==> src/rtl/parking_spot_allocator.sv <==
// Parking occupancy sequencer: round-robin entry arbitration, lowest-free-spot
// allocation, and exit handling on a shared occupancy register.
//
//   state   | meaning
//   --------+-------------------------------------------------------------
//   S_IDLE  | waiting for any entry_req; latches the round-robin winner
//   S_GRANT | allocates a spot (or rejects if full), pulses ack/reject
//   S_DROP  | requester sees the pulse and drops its request
module parking_spot_allocator #(
    parameter int N_SPOTS = 8,
    parameter int N_GATES = 2
) (
    input  logic                           clk,
    input  logic                           reset,
    input  logic [N_GATES-1:0]             entry_req,
    output logic [N_GATES-1:0]             entry_ack,
    output logic [N_GATES-1:0]             entry_reject,
    output logic [N_SPOTS-1:0]             entry_spot,
    input  logic                           exit_valid,
    input  logic [N_SPOTS-1:0]             exit_spot,
    output logic                           exit_err,
    output logic [N_SPOTS-1:0]             occupancy,
    output logic [$clog2(N_SPOTS+1)-1:0]   free_count,
    output logic                           full
);
    localparam int GW = (N_GATES > 1) ? $clog2(N_GATES) : 1;
    localparam int CW = $clog2(N_SPOTS + 1);

    typedef enum logic [1:0] {
        S_IDLE  = 2'd0,
        S_GRANT = 2'd1,
        S_DROP  = 2'd2
    } state_t;

    state_t             state;
    logic [GW-1:0]      rr;
    logic [GW-1:0]      sel;
    logic [GW-1:0]      sel_next;
    logic [GW-1:0]      idx;
    logic [GW-1:0]      rr_inc;
    logic               found;
    logic               exit_onehot;
    logic               exit_ok;
    logic [N_SPOTS-1:0] exit_mask;
    logic [N_SPOTS-1:0] alloc_mask;
    logic [CW-1:0]      ones;

    // First requester at or after the round-robin pointer, wrapping.
    always_comb begin
        sel_next = rr;
        found    = 1'b0;
        idx      = '0;
        for (int i = 0; i < N_GATES; i++) begin
            idx = GW'((int'(rr) + i) % N_GATES);
            if (!found && entry_req[idx]) begin
                found    = 1'b1;
                sel_next = idx;
            end
        end
    end

    assign rr_inc = (sel == GW'(N_GATES - 1)) ? '0 : sel + GW'(1);

    always_comb begin
        ones = '0;
        for (int i = 0; i < N_SPOTS; i++) begin
            ones = ones + CW'(occupancy[i]);
        end
        free_count = CW'(N_SPOTS) - ones;
    end

    assign full = &occupancy;

    assign exit_onehot = (exit_spot != '0) &&
                         ((exit_spot & (exit_spot - N_SPOTS'(1))) == '0);
    assign exit_ok     = exit_valid && exit_onehot && ((occupancy & exit_spot) != '0);
    assign exit_mask   = exit_ok ? exit_spot : '0;

    // Lowest clear bit isolated; uses pre-edge occupancy so a spot freed
    // on the same edge is never handed out again in that cycle.
    assign alloc_mask  = (state == S_GRANT && !full) ?
                         (~occupancy & (occupancy + N_SPOTS'(1))) : '0;

    always_ff @(posedge clk) begin
        if (reset) begin
            state        <= S_IDLE;
            rr           <= '0;
            sel          <= '0;
            occupancy    <= '0;
            entry_ack    <= '0;
            entry_reject <= '0;
            entry_spot   <= '0;
            exit_err     <= 1'b0;
        end else begin
            entry_ack    <= '0;
            entry_reject <= '0;
            entry_spot   <= '0;
            exit_err     <= exit_valid && !exit_ok;
            occupancy    <= (occupancy & ~exit_mask) | alloc_mask;
            case (state)
                S_IDLE: begin
                    if (|entry_req) begin
                        sel   <= sel_next;
                        state <= S_GRANT;
                    end
                end
                S_GRANT: begin
                    if (!full) begin
                        entry_ack[sel] <= 1'b1;
                        entry_spot     <= alloc_mask;
                    end else begin
                        entry_reject[sel] <= 1'b1;
                    end
                    rr    <= rr_inc;
                    state <= S_DROP;
                end
                S_DROP:  state <= S_IDLE;
                default: state <= S_IDLE;
            endcase
        end
    end
endmodule

==> config.mk <==
export PLATFORM = sky130hd
export DESIGN_NAME = parking_spot_allocator
export DESIGN_NICKNAME = d
export VERILOG_FILES = /design/src/rtl/parking_spot_allocator.sv
export SDC_FILE = /design/constraint.sdc
export NUM_CORES = 1
export LEC_CHECK = 0
export CELL_PAD_IN_SITES_DETAIL_PLACEMENT = 1
export CELL_PAD_IN_SITES_GLOBAL_PLACEMENT = 1
export CORE_ASPECT_RATIO = 0.75
export CORE_MARGIN = 5
export CORE_UTILIZATION = 29
export CTS_BUF_LIST = sky130_fd_sc_hd__clkbuf_16
export DETAILED_ROUTE_END_ITERATION = 10
export GPL_TIMING_DRIVEN = 0
export HOLD_SLACK_MARGIN = 0.03
export PLACE_DENSITY_LB_ADDON = 0.15
export SLEW_MARGIN = 20
export SYNTH_ARGS = -nofsm -noshare
export SYNTH_HDL_FRONTEND = slang
export SYNTH_SLANG_ARGS = --single-unit
==> constraint.sdc <==
create_clock -name clk -period 2.6 [get_ports clk]
set_input_delay 0.39 -clock clk [delete_from_list [all_inputs] [get_ports clk]]
set_output_delay 0.39 -clock clk [all_outputs]
set_load 0.01 [all_outputs]
# == Word level (Yosys, flattened, before mapping) ==
# Cells that the tools add are included.
# W data, S select, Z words.
# word_totals
in_bits,13
ff_bits,25
# classes
n_bitwise,9
magnitude_cmp,4
n_mux,13
addsub,12
eq_ne,2
reduce_logical,19
# ops
operator,n
$and A8 B8 Y8,4
$add A4 B1 Y4,4
$mux W8,2
$not A8 Y8,2
$reduce_bool A8 Y1,2
$add A8 B1 Y8 const B,1
$logic_not A8 Y1,1
$mux W1,8
$or A8 B8 Y8,1
$reduce_and A8 Y1,1
$sub A8 B1 Y8 const B,1
$logic_and A1 B1 Y1,7
$lt A1 B2 Y1 const B,3
$reduce_or A3 Y1,2
$add A3 B1 Y4,1
$pmux W2 S2,1
$sub A4 B4 Y4 const A,1
$add A2 B1 Y3,1
$logic_not A1 Y1,3
$add A1 B1 Y1 const B,2
$add A1 B1 Y2,1
$eq A2 B1 Y1 const B,1
$logic_not A2 Y1,1
$mux W2,1
other kinds (6),7

# == Depth between registers and ports, before layout ==
# depth
ltp_word,10
mapped_depth,7

# == Worst setup path before layout ==
# OpenSTA, ideal clock, no wires.
# synth_timing
kind,flip-flop to output port
start,register occupancy[1]
end,output free_count[2]
stages_incl_launch_ff,7
path_buffers,0
slack_ns,-0.291
arrival_time_ns,2.501
cell_sequence,dfxtp_1 inv_1 fa_1 ha_1 fa_1 fa_1 ha_1
# synth_between
elab_chain_len,8
# synth_lines
element,line_no,source
"start, declared",22,"output logic [N_SPOTS-1:0] occupancy,"
"start signal, assigned",99,occupancy <= (occupancy & ~exit_mask) | alloc_mask;
$add A1 B1 Y2,67,ones = ones + CW'(occupancy[i]);
$add A2 B1 Y3,67,
$add A3 B1 Y4,67,
$add A4 B1 Y4 (4 in series),67,
$sub A4 B4 Y4,69,free_count = CW'(N_SPOTS) - ones;
"end, declared",23,"output logic [$clog2(N_SPOTS+1)-1:0] free_count,"
# No other way between the ends.

# == Worst setup path after layout ==
# layout_timing
start,register occupancy[2]
end,output free_count[2]
# layout_between
elab_chain_len,7
# layout_lines
element,line_no
$add A2 B1 Y3,67
$add A3 B1 Y4,67
$add A4 B1 Y4 (4 in series),67
$sub A4 B4 Y4,69
# No other way between the ends.

==> results.toml <==
[worst_setup_path]
worstSetupStartpoint = "occupancy[2]"
worst_setup_path_start_kind = "flop"
reg2regPathDepth = 5
crit_fanout = 2
crit_required_ns = 2.21
end_kind = "output pin"
crit_arrival_ns = 2.52
r2r-start = "occupancy[0]"
critPathKind = "flop to output pin"
rrSetupSlack_ns = 0.59

[power_and_ir_drop]
power.density_nw_per_um2 = 492.8
p_leak_nw = 0.6307
ir_worst_vdd_mv = 0.2560
total_power_mw = 0.8712

[global_route]
grt_first_pass_wirelength_um = 6009
grt_pass1_vias = 1214
grt_remaining_overflow = 0
grt_max_degree = 16
track_usage_pct = 13.81
grt_antenna_before_repair = 0

[timing]
fmax_mhz = 343.9
fin_skew_ns = 0.005250
rsz0062_at_grt = "true"
hold_ws_ns = 0.4796
hold_violations = 0
tightestPinTransition_ns = 0.6604
min_period_over_period_pct = 111.9
setup_viol_count_final = 3
finalMaxSlewViolations = 0
fin_crit_ns = 2.908
relSlewSlack_pct = 55.57
setup_slack_ns = -0.3081
setup_tns_ns = -0.7412

[cts]
path_clk_slew_ns = 0.07
insertion_delay_ns = 0.26
clock_path_buffers = 2
cts.sinks = 25
cts_buffers = 3
cts_root_buf = "clkbuf_16"
cts_tree = "built"
postCtsHoldBufs = 0
htree_num_levels = 1

[route]
drt_pass1_iterations = 4
antenna_left = 0
wl_per_cell_um = 15.93
viasPerCell = 4.960
finalWirelength_um = 3569
drc = 0
drt_first_iter_violations = 56
via_count = 1111

[die]
die_w_um = 82.83
die_h_um = 64.62
die_area_um2 = 5352
core_area_um2 = 3756
placementRows = 19
pin_count = 39
start_util_pct = 30.71

[synth]
syn-num-nets = 147
synthCells = 124
ys_warn_count = 0
synth_area_um2 = 1154
ys_seq_area_share_pct = 43.38
syn_avg_cell_area_um2 = 9.303
yosys_register_bits = 25
synth_cell_types = 31

[final_layout]
final_common_cell = "clkdlybuf4s50_1"
nets = 196
area_growth_pct = 53.25
layout-drive-gt1-share_pct = 16.86
utilization_pct = 47.07
fill_cells = 453
multi_input_area_um2 = 610.6
regArea_um2 = 523.0
diodes = 0
layout_common_cells = "clkdlybuf4s50_1 (34), dfxtp_1 (19), nor2_1 (14)"

[job]
cap_violations = 0

[placed_design]
routabilityCongestion = 0.7128
port_buffers = 38
dp_hpwl_um = 2655

[run_status]
violations = "negative setup slack"
outcome = "finished, violations left"

[min_path]
hold_depth = 1
hold_start = "sel"
holdCritPathClass = "flop to flop"
==> flip-flops by register name (all words and copies together), names as in the netlist <==
name and cells:
entry_spot 8, occupancy 8, entry_ack 2, entry_reject 2, state 2, exit_err 1, rr 1, sel 1
==> through the flow <==
stage	cells	instance area [um2]	setup WS, ns
6_report	224	1768	-0.3081
3_5_place_dp	214	1627	-0.5689
4_1_cts	224	1768	-0.3885
3_3_place_gp	214	1627	-0.5515
5_1_grt	224	1768	-0.3907
2_1_floorplan	124	1181	0.004731
==> area by class of cell <==
type                            count  area share (%)
Multi-Input combinational cell     83           34.54
Sequential cell                    25           29.58
Timing Repair Buffer               44           24.20
Clock buffer                        3           4.246
Tap cell                           52           3.680
Inverter                           15           3.185
Clock inverter                      1          0.3539
Buffer                              1          0.2123
==> worst paths after layout <==
check | end
setup / recovery | free_count[2]
hold / removal | entry_reject[0]
setup reg to reg | occupancy[3]
hold reg to reg | entry_reject[0]
==> synthesized netlist by cell type <==
library cell	number	area (um2)
nand3_1	2	10.01
nor2b_1	1	6.260
nor4_4	1	21.27
a31o_2	1	8.760
a31o_1	1	8.760
mux2i_1	1	10.01
a22o_1	1	8.760
clkbuf_1	1	3.750
inv_1	15	56.30
a41oi_1	2	17.52
nand4_1	2	12.51
a221oi_1	1	8.760
or4b_1	1	10.01
nor2_1	14	52.55
nor3b_1	3	22.52
and3_2	2	15.01
dfxtp_1	25	500.5
xnor2_1	1	8.760
o21ai_0	3	15.01
ha_1	6	75.07
a32oi_1	1	8.760
o211ai_1	1	7.510
nor4_1	3	18.77
nor3_1	5	25.02
nand2_1	7	26.28
a211oi_1	3	22.52
nand2b_1	2	12.51
a31oi_1	4	25.02
fa_1	4	80.08
a21oi_1	8	40.04
a22oi_1	2	15.01
==> critical path: stages (launching register included) <==
cell and delay [ns]:
dfxtp_4 0.36, inv_2 0.04, fa_1 0.53, ha_2 0.17
fa_1 0.42, fa_2 0.37, ha_4 0.28, buf_6 0.09
==> cells by family after synthesis <==
| kind of cell | synth area share (%) |
|---|---|
| simple gates | 20.17 |
| xor+xnor | 0.7594 |
| flops | 43.38 |
| fa+ha+maj | 13.45 |
| buf+inv | 5.205 |
| mux | 0.8677 |
| compound gates | 16.16 |
==> layer usage <==
metal	share of wire, %	up-vias	GRT usage [%]
met3	4.2	2	3.291
met1	49	539	18.17
li1	-	545	-
met5	0	-	0
met4	0.48	0	2.653
met2	46	25	23.40
==> timing repair <==
action                     in CTS  in global routing
pin swaps                       6                  6
setup endpoints to repair       4                  3
buffers inserted                6                  0
gates resized for setup        22                  2
==> where the power goes <==
part	leakage, nW	internal (mW)	switching (mW)
Sequential	0.208	0.388	0.00536
Clock	0.0414	0.210	0.142
Combinational	0.382	0.0626	0.0641
(Power assumes the default switching activity.)
